File: config.mk
export PLATFORM = sky130hd
export DESIGN_NAME = pipeline_hazard_ctrl_flat
export DESIGN_NICKNAME = d
export VERILOG_FILES = /design/src/rtl/mips_pkg.sv /design/src/rtl/pipeline_hazard_ctrl_if.sv /design/src/rtl/muldiv_seq.sv /design/src/rtl/pipeline_hazard_ctrl.sv /design/src/flat_wrapper.sv
export SDC_FILE = /design/constraint.sdc
export NUM_CORES = 1
export LEC_CHECK = 0
export ABC_AREA = 1
export CAP_MARGIN = 40
export CORE_UTILIZATION = 40
export CTS_CLUSTER_SIZE = 16
export DETAILED_ROUTE_END_ITERATION = 16
export HOLD_SLACK_MARGIN = 0.03
export PLACE_DENSITY = 0.75
export SKIP_CTS_REPAIR_TIMING = 1
export SLEW_MARGIN = 20
export SYNTH_ARGS = -nofsm -noshare
export SYNTH_HDL_FRONTEND = slang
export SYNTH_HIERARCHICAL = 1
export SYNTH_SLANG_ARGS = --single-unit
File: constraint.sdc
create_clock -name clk -period 2.4 [get_ports clk]
set_clock_uncertainty 0.2 [all_clocks]
set_input_delay 0.72 -clock clk [delete_from_list [all_inputs] [get_ports clk]]
set_output_delay 0.72 -clock clk [all_outputs]
set_load 0.05 [all_outputs]
File: src/rtl/mips_pkg.sv
// Shared MIPS-32 pipeline types and encodings; pure declarations, no timing.
// Opcode/funct constants are what ID uses to derive the class flags fed to the hazard unit.
package mips_pkg;

    typedef enum logic {
        MD_IDLE = 1'b0,
        MD_BUSY = 1'b1
    } md_state_t;

    localparam logic [4:0] REG_ZERO = 5'd0;

    localparam logic [5:0] OP_SPECIAL = 6'h00;
    localparam logic [5:0] OP_J       = 6'h02;
    localparam logic [5:0] OP_JAL     = 6'h03;
    localparam logic [5:0] OP_LW      = 6'h23;

    localparam logic [5:0] FN_JR    = 6'h08;
    localparam logic [5:0] FN_MFHI  = 6'h10;
    localparam logic [5:0] FN_MFLO  = 6'h12;
    localparam logic [5:0] FN_MULT  = 6'h18;
    localparam logic [5:0] FN_MULTU = 6'h19;
    localparam logic [5:0] FN_DIV   = 6'h1A;
    localparam logic [5:0] FN_DIVU  = 6'h1B;

    // Snapshot of the instruction currently occupying EX.
    typedef struct packed {
        logic       valid;
        logic       wr_en;
        logic [4:0] wr_reg;
        logic       is_load;
    } ex_entry_t;

    // A source read hits a destination only when it is really read.
    function automatic logic src_hit(input logic uses, input logic [4:0] src,
                                     input logic [4:0] dst);
        return uses && (src == dst);
    endfunction

endpackage

File: src/rtl/pipeline_hazard_ctrl_if.sv
// ID-stage decode fields and EX resolve in, IF/ID/EX pipeline controls out.
// master = decode/pipeline side driving the fields, slave = hazard controller.
interface pipeline_hazard_ctrl_if;
    logic       id_valid;
    logic [4:0] id_rs;
    logic [4:0] id_rt;
    logic       id_uses_rs;
    logic       id_uses_rt;
    logic       id_wr_en;
    logic [4:0] id_wr_reg;
    logic       id_is_load;
    logic       id_is_muldiv;
    logic       id_reads_hilo;
    logic       id_is_jump;
    logic       ex_branch_taken;

    logic       stall;
    logic       jump_cs;
    logic       flush_ifid;
    logic       bubble_idex;
    logic       muldiv_start;
    logic       md_busy;

    modport master (
        output id_valid, id_rs, id_rt, id_uses_rs, id_uses_rt, id_wr_en, id_wr_reg,
               id_is_load, id_is_muldiv, id_reads_hilo, id_is_jump, ex_branch_taken,
        input  stall, jump_cs, flush_ifid, bubble_idex, muldiv_start, md_busy
    );

    modport slave (
        input  id_valid, id_rs, id_rt, id_uses_rs, id_uses_rt, id_wr_en, id_wr_reg,
               id_is_load, id_is_muldiv, id_reads_hilo, id_is_jump, ex_branch_taken,
        output stall, jump_cs, flush_ifid, bubble_idex, muldiv_start, md_busy
    );
endinterface

File: src/rtl/muldiv_seq.sv
// MUL/DIV occupancy sequencer: md_busy rises the cycle after start and stays high MULDIV_LAT cycles.
// No backpressure; start while busy is ignored since the hazard unit never issues one then.
module muldiv_seq
    import mips_pkg::*;
#(
    parameter int MULDIV_LAT = 4,
    parameter int CNT_W      = 4
) (
    input  logic clk,
    input  logic rst_n,
    input  logic start,
    output logic md_busy
);

    md_state_t        state_q, state_d;
    logic [CNT_W-1:0] cnt_q, cnt_d;

    always_ff @(posedge clk or negedge rst_n) begin
        if (!rst_n) begin
            state_q <= MD_IDLE;
            cnt_q   <= '0;
        end else begin
            state_q <= state_d;
            cnt_q   <= cnt_d;
        end
    end

    always_comb begin
        state_d = state_q;
        cnt_d   = cnt_q;
        case (state_q)
            MD_IDLE: begin
                if (start) begin
                    state_d = MD_BUSY;
                    cnt_d   = CNT_W'(MULDIV_LAT - 1);
                end
            end
            MD_BUSY: begin
                if (cnt_q == '0) begin
                    state_d = MD_IDLE;
                end else begin
                    cnt_d = cnt_q - CNT_W'(1);
                end
            end
            default: begin
                state_d = MD_IDLE;
                cnt_d   = '0;
            end
        endcase
    end

    assign md_busy = (state_q == MD_BUSY);

endmodule

File: src/rtl/pipeline_hazard_ctrl.sv
// 5-stage MIPS hazard/control sequencer: same-cycle stall/redirect/flush decisions from ID + EX state.
// Stalls hold IF/ID and bubble ID/EX on load-use or MUL/DIV interlock; a taken branch overrides everything.
module pipeline_hazard_ctrl
    import mips_pkg::*;
#(
    parameter int MULDIV_LAT = 4,
    parameter int CNT_W      = 4
) (
    input  logic                   clk,
    input  logic                   rst_n,
    pipeline_hazard_ctrl_if.slave  hz
);

    ex_entry_t ex_q;
    logic      md_busy_w;
    logic      load_use;
    logic      md_hazard;
    logic      issue;
    logic      stall_c, jump_cs_c, flush_ifid_c, bubble_idex_c;

    // Forwarding covers ALU results; only a load still in EX is too late to forward.
    assign load_use = hz.id_valid & ex_q.valid & ex_q.is_load & ex_q.wr_en
                    & (ex_q.wr_reg != REG_ZERO)
                    & (src_hit(hz.id_uses_rs, hz.id_rs, ex_q.wr_reg)
                     | src_hit(hz.id_uses_rt, hz.id_rt, ex_q.wr_reg));

    assign md_hazard = hz.id_valid & md_busy_w & (hz.id_is_muldiv | hz.id_reads_hilo);

    always_comb begin
        stall_c       = 1'b0;
        jump_cs_c     = 1'b0;
        flush_ifid_c  = 1'b0;
        bubble_idex_c = 1'b0;
        if (hz.ex_branch_taken) begin
            jump_cs_c     = 1'b1;
            flush_ifid_c  = 1'b1;
            bubble_idex_c = 1'b1;
        end else if (load_use || md_hazard) begin
            stall_c       = 1'b1;
            bubble_idex_c = 1'b1;
        end else if (hz.id_valid && hz.id_is_jump) begin
            jump_cs_c    = 1'b1;
            flush_ifid_c = 1'b1;
        end
    end

    assign issue = hz.id_valid & ~stall_c & ~hz.ex_branch_taken;

    always_ff @(posedge clk or negedge rst_n) begin
        if (!rst_n) begin
            ex_q <= '0;
        end else if (issue) begin
            ex_q.valid   <= 1'b1;
            ex_q.wr_en   <= hz.id_wr_en;
            ex_q.wr_reg  <= hz.id_wr_reg;
            ex_q.is_load <= hz.id_is_load;
        end else begin
            ex_q.valid <= 1'b0;
        end
    end

    muldiv_seq #(
        .MULDIV_LAT (MULDIV_LAT),
        .CNT_W      (CNT_W)
    ) u_muldiv_seq (
        .clk     (clk),
        .rst_n   (rst_n),
        .start   (hz.muldiv_start),
        .md_busy (md_busy_w)
    );

    assign hz.stall        = stall_c;
    assign hz.jump_cs      = jump_cs_c;
    assign hz.flush_ifid   = flush_ifid_c;
    assign hz.bubble_idex  = bubble_idex_c;
    assign hz.muldiv_start = issue & hz.id_is_muldiv;
    assign hz.md_busy      = md_busy_w;

endmodule

File: src/flat_wrapper.sv
// flat-port wrapper written by rule: the top's interface ports become plain ports
module pipeline_hazard_ctrl_flat import mips_pkg::*;
#(
    parameter int MULDIV_LAT = 4,
    parameter int CNT_W      = 4
)
  (clk, rst_n, hz_id_valid, hz_id_rs, hz_id_rt, hz_id_uses_rs, hz_id_uses_rt, hz_id_wr_en, hz_id_wr_reg, hz_id_is_load, hz_id_is_muldiv, hz_id_reads_hilo, hz_id_is_jump, hz_ex_branch_taken, hz_stall, hz_jump_cs, hz_flush_ifid, hz_bubble_idex, hz_muldiv_start, hz_md_busy);
  pipeline_hazard_ctrl_if hz_i ();
  input  logic clk;
  input  logic rst_n;
  input wire logic [$bits(hz_i.id_valid)-1:0] hz_id_valid;
  input wire logic [$bits(hz_i.id_rs)-1:0] hz_id_rs;
  input wire logic [$bits(hz_i.id_rt)-1:0] hz_id_rt;
  input wire logic [$bits(hz_i.id_uses_rs)-1:0] hz_id_uses_rs;
  input wire logic [$bits(hz_i.id_uses_rt)-1:0] hz_id_uses_rt;
  input wire logic [$bits(hz_i.id_wr_en)-1:0] hz_id_wr_en;
  input wire logic [$bits(hz_i.id_wr_reg)-1:0] hz_id_wr_reg;
  input wire logic [$bits(hz_i.id_is_load)-1:0] hz_id_is_load;
  input wire logic [$bits(hz_i.id_is_muldiv)-1:0] hz_id_is_muldiv;
  input wire logic [$bits(hz_i.id_reads_hilo)-1:0] hz_id_reads_hilo;
  input wire logic [$bits(hz_i.id_is_jump)-1:0] hz_id_is_jump;
  input wire logic [$bits(hz_i.ex_branch_taken)-1:0] hz_ex_branch_taken;
  output wire logic [$bits(hz_i.stall)-1:0] hz_stall;
  output wire logic [$bits(hz_i.jump_cs)-1:0] hz_jump_cs;
  output wire logic [$bits(hz_i.flush_ifid)-1:0] hz_flush_ifid;
  output wire logic [$bits(hz_i.bubble_idex)-1:0] hz_bubble_idex;
  output wire logic [$bits(hz_i.muldiv_start)-1:0] hz_muldiv_start;
  output wire logic [$bits(hz_i.md_busy)-1:0] hz_md_busy;
  assign hz_i.id_valid = hz_id_valid;
  assign hz_i.id_rs = hz_id_rs;
  assign hz_i.id_rt = hz_id_rt;
  assign hz_i.id_uses_rs = hz_id_uses_rs;
  assign hz_i.id_uses_rt = hz_id_uses_rt;
  assign hz_i.id_wr_en = hz_id_wr_en;
  assign hz_i.id_wr_reg = hz_id_wr_reg;
  assign hz_i.id_is_load = hz_id_is_load;
  assign hz_i.id_is_muldiv = hz_id_is_muldiv;
  assign hz_i.id_reads_hilo = hz_id_reads_hilo;
  assign hz_i.id_is_jump = hz_id_is_jump;
  assign hz_i.ex_branch_taken = hz_ex_branch_taken;
  assign hz_stall = hz_i.stall;
  assign hz_jump_cs = hz_i.jump_cs;
  assign hz_flush_ifid = hz_i.flush_ifid;
  assign hz_bubble_idex = hz_i.bubble_idex;
  assign hz_muldiv_start = hz_i.muldiv_start;
  assign hz_md_busy = hz_i.md_busy;
  pipeline_hazard_ctrl #(.MULDIV_LAT(MULDIV_LAT), .CNT_W(CNT_W)) u_core (.clk(clk), .rst_n(rst_n), .hz(hz_i));
endmodule
Word level (Yosys, flattened, before mapping)

Cells that the tools add are included.
Widths: inputs -> output; s select.

Eq/ne operators: 4
Reduce and logical (&&, ||, !) cells: 7
Bitwise logic cells: 15
$add $sub $neg: 1
Muxes and demuxes: 13

Operator list:

| kind                | number |
|---|---|
| $and 1x1->1         | 10 |
| $eq 5x5->1          | 2 |
| $mux 1              | 9 |
| $mux 4              | 2 |
| $pmux 4 s2          | 1 |
| $reduce_bool 5->1   | 1 |
| $logic_not 4->1     | 1 |
| $ne 2x2->1 const B  | 2 |
| $sub 4x1->4 const B | 1 |
| $logic_and 1x1->1   | 3 |
| $not 1->1           | 3 |
| $or 1x1->1          | 2 |
| $pmux 1 s2          | 1 |
| $reduce_and 2->1    | 1 |
| $logic_or 1x1->1    | 1 |

Output and inout port bits: 6
Bits in registers: 13
Input port bits: 26
Logic and storage cells: 46

Depth between registers and ports, before layout

Gate-level depths: netlist of run 1.

Depth after elaboration: 14
Gate-level depth with buffers: 13

Modules after synthesis

Netlist of run 1, hierarchy kept.

By module, submodules not included:

| module               | sequential area each (um^2) | cells each | area an instance (um^2) | instances |
|---|---|---|---|---|
| pipeline_hazard_ctrl | 200.2                       | 101        | 629.4                   | 1 |
| muldiv_seq           | 125.1                       | 35         | 281.5                   | 1 |

Worst setup path after synthesis of run 1

No wires, ideal clock.

Kind: input port to output port
Start: input port hz_id_rs[0]
End: output port hz_muldiv_start
Slack: -0.665 ns
Required time: 1.480 ns
Cell stages on the path: 9
Path buffers: 0
Data arrival time: 2.145 ns
Path through: inv_1 nand2_1 nand2_1 nor2_1 nand3_1 nand2_2 nand2_2 nand4_4 nor2_1

Word-level cells in the longest chain between the ends: 11

Ends and longest elaborated chain:

| what                     | line                       | source |
|---|---|---|
| start, declared          | flat_wrapper.sv:12         | `input wire logic [$bits(hz_i.id_rs)-1:0] hz_id_rs;` |
| $eq 5x5->1               | mips_pkg.sv:36             | `return uses && (src == dst);` |
| $logic_and 1x1->1        | mips_pkg.sv:36             |  |
| $or 1x1->1               | pipeline_hazard_ctrl.sv:25 | `\| src_hit(hz.id_uses_rt, hz.id_rt, ex_q.wr_reg));` |
| $and 1x1->1              | pipeline_hazard_ctrl.sv:24 | `& (src_hit(hz.id_uses_rs, hz.id_rs, ex_q.wr_reg)` |
| $logic_or 1x1->1         | pipeline_hazard_ctrl.sv:38 | `end else if (load_use \|\| md_hazard) begin` |
| $mux 1                   | pipeline_hazard_ctrl.sv:38 |  |
| $mux 1                   | pipeline_hazard_ctrl.sv:34 | `if (hz.ex_branch_taken) begin` |
| $not 1->1                | pipeline_hazard_ctrl.sv:47 | `assign issue = hz.id_valid & ~stall_c & ~hz.ex_branch_taken;` |
| $and 1x1->1 (2 in a row) | pipeline_hazard_ctrl.sv:47 |  |
| $and 1x1->1              | pipeline_hazard_ctrl.sv:76 | `assign hz.muldiv_start = issue & hz.id_is_muldiv;` |
| end, declared            | flat_wrapper.sv:27         | `output wire logic [$bits(hz_i.muldiv_start)-1:0] hz_muldiv_start;` |

No other way between the ends.

Worst setup path in the final report of run 1

Start: input port hz_id_rt[0]
End: output port hz_jump_cs

Word-level cells in the longest chain between the ends: 7

Ends and longest elaborated chain:

| what              | line                       | source |
|---|---|---|
| start, declared   | flat_wrapper.sv:13         | `input wire logic [$bits(hz_i.id_rt)-1:0] hz_id_rt;` |
| $eq 5x5->1        | mips_pkg.sv:36             |  |
| $logic_and 1x1->1 | mips_pkg.sv:36             |  |
| $or 1x1->1        | pipeline_hazard_ctrl.sv:25 |  |
| $and 1x1->1       | pipeline_hazard_ctrl.sv:24 |  |
| $logic_or 1x1->1  | pipeline_hazard_ctrl.sv:38 |  |
| $mux 1            | pipeline_hazard_ctrl.sv:38 |  |
| $mux 1            | pipeline_hazard_ctrl.sv:34 |  |
| end, declared     | flat_wrapper.sv:24         | `output wire logic [$bits(hz_i.jump_cs)-1:0] hz_jump_cs;` |

No other way between the ends.

==> results of run 1 <==
final cells by class:
cell class / instances / area share
Inverter: 24 / 0.0667
Sequential cell: 13 / 0.234
Clock inverter: 1 / 0.00361
Timing Repair Buffer: 38 / 0.289
Tap cell: 27 / 0.0243
Clock buffer: 3 / 0.0162
Multi-Input combinational cell: 97 / 0.365
layout by cell type, fill, tap and decap left out, drive strengths merged:
master and count:
nand2 64, inv 24, buf 16, dfrtp 13
nor2 12, nand4 10, clkdlybuf4s50 9, clkbuf 9
dlymetal6s2s 7, nand3 6, clkinv 1, o21bai 1
o211ai 1, a21oi 1, xor2 1, ha 1
cell families (layout without fill, tap and decap cells):
family,Yosys count,count (layout),synth area share
simple gates,92,92,0.466
fa+ha+maj,1,1,0.0137
xor+xnor,1,1,0.00962
buf+inv,26,66,0.120
compound gates,3,3,0.0344
flops,13,13,0.357
power by group:
part | leakage [nW] | internal (mW) | switching (mW)
Sequential | 0.161 | 0.286 | 0.0687
Combinational | 0.641 | 0.209 | 0.310
Clock | 0.0177 | 0.0616 | 0.0694
Total | 0.820 | 0.556 | 0.448
worst max-delay path: stages:
cell and delay (ps):
clkbuf_2 100, inv_2 60, nand2_2 40, nand2_1 70, nor2_1 50, nand3_1 90
nand2_2 90, a21oi_4 210, nand3_2 110, nand2_4 100, buf_12 140
path summary, 6_finish.rpt:
path                       cells past startpoint                                        to  slack, ps                        from
hold / removal                                 2                u_core/ex_q[0]$_DFFE_PN0P_        300  u_core/ex_q[0]$_DFFE_PN0P_
hold reg to reg                                2                u_core/ex_q[0]$_DFFE_PN0P_        300  u_core/ex_q[0]$_DFFE_PN0P_
setup reg to reg                              14  u_core/u_muldiv_seq/cnt_q[0]$_DFFE_PN0P_        510  u_core/ex_q[1]$_DFFE_PN0P_
setup / recovery                              11                                hz_jump_cs       -280                 hz_id_rt[0]
min in group asynchronous                      1  u_core/u_muldiv_seq/cnt_q[2]$_DFFE_PN0P_        620                       rst_n
max in group asynchronous                      1                u_core/ex_q[1]$_DFFE_PN0P_        990                       rst_n
stage by stage:
step,std cells,total power [mW],cell area [µm²],TNS [ps],utilization
4_1_cts,202,1.00,1380,-3060,0.675
3_3_place_gp,198,0.837,1350,-3370,0.662
5_1_grt,203,1.08,1390,-1560,0.680
3_5_place_dp,198,0.867,1350,-3700,0.662
6_report,203,1.00,1390,-1220,0.680
2_1_floorplan,136,0.686,941,-993,-
flip-flops by register name (all words and copies together), names as in the netlist:
register	count
u_core/ex_q	8
u_core/u_muldiv_seq/cnt_q	4
u_core/u_muldiv_seq/md_busy	1
metal layers:
| metal | global-route usage | vias up | share of wire |
|---|---|---|---|
| met3 | 0.0278 | 4 | 0.043 |
| met5 | 0 | - | 0 |
| met1 | 0.222 | 446 | 0.41 |
| met4 | 0.0952 | 0 | 0.013 |
| li1 | - | 502 | - |
| met2 | 0.372 | 30 | 0.53 |
==> key figures, run 1 <==
Setup path
  • Critical path peak fanout: 4
  • Crit end category: output port
  • Req. time, crit path: 1480 ps
  • Worst EP arrival: approximately 1800 ps
  • CP Class: in2out
  • Critical path startpoint category: input pin

Timing
  • Worst-Margin Slew: 600 ps
  • Fmax: roughly 370 MHz
  • Final worst slack: -285 ps
  • Final hold slack: 297 ps
  • Final Max Tran Viols: 0
  • Hold Vio Cnt, Final: 0
  • Final period utilization: 1.12
  • Final setup vio count: 5
  • Slew HR: 0.599
  • Minimum clock period: 2680 ps
  • RSZ-0062 raised after global routing: true

Placed design
  • # port buffers: 31
  • Post-place setup slack: -665 ps
  • Post-detail-place hpwl: roughly 1800 µm
  • Gpl congestion: about 0.8

Drt
  • DR pass1 iterations: 4
  • Remaining antenna violation count after routing: 0
  • Vias post-DR: between 900 and 1000
  • WL/cell: around 12 µm
  • Via density: 4.84
  • # DRC: 0
  • 1st-iter DRT viols: 15
  • Total Routed Length: between 2000 and 2500 µm

Floorplanning
  • Core Rows: 16
  • Initial Utilization: 0.446
  • Die W: a little under 50 µm
  • Die height: 49.7 µm
  • Die area: between 2000 and 2500 µm²
  • Core area: between 2000 and 2500 µm²
  • I/O Pins: 32

Logic synthesis
  • Synth area leaders: dfrtp_1, nand2_1, inv_1
  • Post-synth top area cell: dfrtp_1
  • Post-synth EDFFs: 0
  • Register area share after synthesis: 0.357
  • Count of cell types in the netlist: 19
  • Gate Count Post-Synth: 136
  • Syn_area_per_cell: roughly 6.7 µm²
  • Most frequent cell after synthesis: nand2_1
  • Syn_nets: 163
  • Main synth FF type: dfrtp_1
  • Top-area cell type share of the netlist area: 0.357
  • Seq cells post-synth: 13
  • Async S/R FF share, synth: 1.00
  • Mapped Area: about 900 µm²
  • Syn. warnings: 6
  • Synth cell count leaders: nand2_1, inv_1, dfrtp_1

Global routing
  • Number of global-route vias before repair: a little under 1000
  • Global-route wire length before repair: 3820 µm
  • Antenna violations before repair: 0
  • Largest net degree at the start of global routing: 14
  • Total GRT Usage: 0.201
  • Grt ovf: 0

Power and ir drop
  • P per Cell Area: 724 nW/µm²
  • Maximum VDD drop: around 0.67 mV
  • Leak: around 0.82 nW

Run status
  • Failing checks: setup timing
  • Status: finished, violations left

Layout
  • Number of diodes: 0
  • Multi-input logic area: between 500 and 600 µm²
  • Area growth, synth to finish: 52.3%
  • Layout cells sized above 1: 0.284
  • Sequential cell area: about 330 µm²
  • Nets: approximately 200
  • Total of fill cells in the finished design: about 200

Hold path
  • Worst Hold Class: reg2reg

Clocking
  • # H-tree levels: 1
  • CTS tree: done
  • Root Buffer: clkbuf_4
  • Reg clk slew, reported paths: roughly 70 ps
  • Clock latency on the worst-skew pair: 270 ps
  • CTS Buffer Depth: 2
  • CTS Buf Count: 3
  • Clock Sinks: 13

Run
  • Max-cap violations: 0
Power figures use the tool's default switching activity.
==> run 2: changes to the inputs <==
--- a/config.mk
+++ b/config.mk
@@ -12,3 +12,3 @@
 export DETAILED_ROUTE_END_ITERATION = 16
-export HOLD_SLACK_MARGIN = 0.03
+export HOLD_SLACK_MARGIN = 0.02
 export PLACE_DENSITY = 0.75
--- a/constraint.sdc
+++ b/constraint.sdc
@@ -4,2 +4,2 @@
 set_output_delay 0.72 -clock clk [all_outputs]
-set_load 0.05 [all_outputs]
+set_load 0.02 [all_outputs]
==> key figures, run 2 (same netlist as run 1, synthesis figures left out) <==
Run status
  • Status: finished, violations left
  • Failing checks: setup timing

Clocking
  • Reg clk slew, reported paths: 90 ps (+20 ps)
  • CTS tree: done
  • Clock latency on the worst-skew pair: 290 ps (+20 ps)
  • # H-tree levels: 1 (unchanged)
  • CTS Buf Count: 3 (unchanged)
  • CTS Buffer Depth: 2 (unchanged)
  • Clock Sinks: 13 (unchanged)
  • Root Buffer: clkbuf_4

Setup path
  • Critical path startpoint category: input pin
  • Crit end category: output port
  • Worst EP arrival: 1730 ps (-30 ps)
  • CP Class: in2out
  • Critical path peak fanout: 4 (unchanged)
  • Req. time, crit path: 1480 ps (about the same)

Layout
  • Final Instance Count excl. Fillers: 215 (+5.9%)
  • Multi-input logic area: 502 µm² (-0.99%)
  • Final core utilization: 0.692 (+0.0123)
  • Biggest register: u_core/ex_q
  • Most frequent cells in the layout: nand2_1, buf_4, inv_1
  • Layout cells sized above 1: 0.314 (+0.0297)
  • Sequential cell area: 327 µm² (+0.38%)
  • Nets: 216 (+5.9%)
  • Total of fill cells in the finished design: 184 (-6.1%)
  • Number of flip-flops in the largest register: 8 (unchanged)
  • Most common cell after layout, fill and taps aside: nand2_1
  • Area growth, synth to finish: 55.1%
  • Number of diodes: 0 (unchanged)

Timing
  • RSZ-0062 raised after global routing: true
  • Slew HR: 0.603 (+0.00374)
  • Fmax: 378 MHz (+1.4%)
  • Minimum clock period: 2650 ps (-38.3 ps)
  • Worst-Margin Slew: 594 ps (-5.60 ps)
  • Final period utilization: 1.10 (-0.0160)
  • Hold Vio Cnt, Final: 0 (unchanged)
  • Final setup vio count: 5 (unchanged)
  • Final worst slack: -246 ps (+38.3 ps)
  • Final Max Tran Viols: 0 (unchanged)

Floorplanning
  • Core area: 2040 µm² (unchanged)
  • I/O Pins: 32 (unchanged)
  • Die W: 49.7 µm (unchanged)
  • Initial Utilization: 0.446 (unchanged)
  • Die area: 2470 µm² (unchanged)
  • Die height: 49.7 µm (unchanged)
  • Core Rows: 16 (unchanged)

Drt
  • # DRC: 0 (unchanged)
  • Vias post-DR: 1013 (+3.2%)
  • 1st-iter DRT viols: 31 (+16)
  • WL/cell: 11.3 µm (-2.7%)
  • Via density: 4.71 (-2.6%)
  • DR pass1 iterations: 4 (unchanged)
  • Remaining antenna violation count after routing: 0 (unchanged)
  • Total Routed Length: 2420 µm (+3.1%)

Placed design
  • Placed Instances: 207 (+4.5%)
  • Post-detail-place hpwl: 1870 µm (+2.1%)
  • Post-place setup slack: -1090 ps (-430 ps)
  • Gpl congestion: 0.786 (-2.0%)
  • # port buffers: 31 (unchanged)

Global routing
  • Grt ovf: 0 (unchanged)
  • Largest net degree at the start of global routing: 14 (unchanged)
  • Antenna violations before repair: 0 (unchanged)
  • Total GRT Usage: 0.212 (+0.0108)
  • Number of global-route vias before repair: 973 (-1.8%)
  • Global-route wire length before repair: 3960 µm (+3.8%)

Hold path
  • Worst Hold Class: reg2reg

Power and ir drop
  • Leak: 0.843 nW (+2.9%)
  • Maximum VDD drop: 0.612 mV (-8.5%)
  • Clock power share: 0.143 (+0.013)
  • P per Cell Area: 711 nW/µm² (-1.9%)
  • Internal power: 0.586 mW (+5.4%)
  • Combinational Power Share: 0.515 (about the same)
  • P_sw: 0.417 mW (-6.9%)
  • Sw Share: 0.416 (-0.0304)
  • Seq pwr share: 0.342 (-0.011)

Run
  • Max-cap violations: 0 (unchanged)
run 2: cell types whose count changed in the layout (fill, tap and decap cells not counted), moves of 2 or more:
| cell | before | now |
|---|---|---|
| nor2_2 | 2 | 0 |
| nor2_1 | 9 | 11 |
| buf_12 | 5 | 0 |
| buf_4 | 8 | 19 |
| buf_6 | 3 | 6 |
| clkbuf_2 | 6 | 8 |
run 2: worst paths after layout:
check,slack (ps),depth (start not counted),endpoint,startpoint
setup / recovery,-250,9,hz_jump_cs,hz_id_rt[2]
hold / removal,290,2,u_core/ex_q[6]$_DFFE_PN0P_,u_core/ex_q[6]$_DFFE_PN0P_
setup reg to reg,540,14,u_core/u_muldiv_seq/cnt_q[1]$_DFFE_PN0P_,u_core/ex_q[4]$_DFFE_PN0P_
hold reg to reg,290,2,u_core/ex_q[6]$_DFFE_PN0P_,u_core/ex_q[6]$_DFFE_PN0P_
max in group asynchronous,970,1,u_core/ex_q[1]$_DFFE_PN0P_,rst_n
min in group asynchronous,600,1,u_core/ex_q[6]$_DFFE_PN0P_,rst_n
run 2: power groups by stage:
stage          Combinational [mW]  Clock (mW)  Sequential, mW
6_report                    0.517       0.143           0.344
5_1_grt                     0.580       0.158           0.353
4_1_cts                     0.507       0.147           0.340
3_5_place_dp                0.506           0           0.343
3_3_place_gp                0.480           0           0.339
2_1_floorplan               0.297           0           0.349
run 2: per-layer routing:
layer | part of all wire | track usage | up-vias
li1 | - | - | 520
met1 | 0.42 | 0.242 | 458
met2 | 0.51 | 0.390 | 33
met3 | 0.055 | 0.0278 | 2
met4 | 0.012 | 0.0857 | 0
met5 | 0 | 0 | -
run 2: area by class of cell:
type / instances / area share
Tap cell: 27 / 0.0239
Inverter: 24 / 0.0664
Clock buffer: 4 / 0.0186
Timing Repair Buffer: 50 / 0.305
Sequential cell: 13 / 0.231
Multi-Input combinational cell: 97 / 0.355
run 2: metrics by stage:
stage	hold slack [ps]	TNS [ps]	power, mW	instance area [µm²]
after floorplan	224	-471	0.646	930
after global placement	261	-5320	0.820	1360
after detailed placement	269	-5790	0.849	1360
after CTS	290	-5130	0.994	1390
after global routing	337	-1190	1.09	1410
final	290	-923	1.00	1410
run 2: worst max-delay path: stages:
cell	delay (ps)
dlymetal6s2s_1	140
nor2_1	120
nor2_1	50
nand3_1	80
nand2_2	80
a21oi_4	200
nand3_2	120
nand2_4	90
buf_6	120
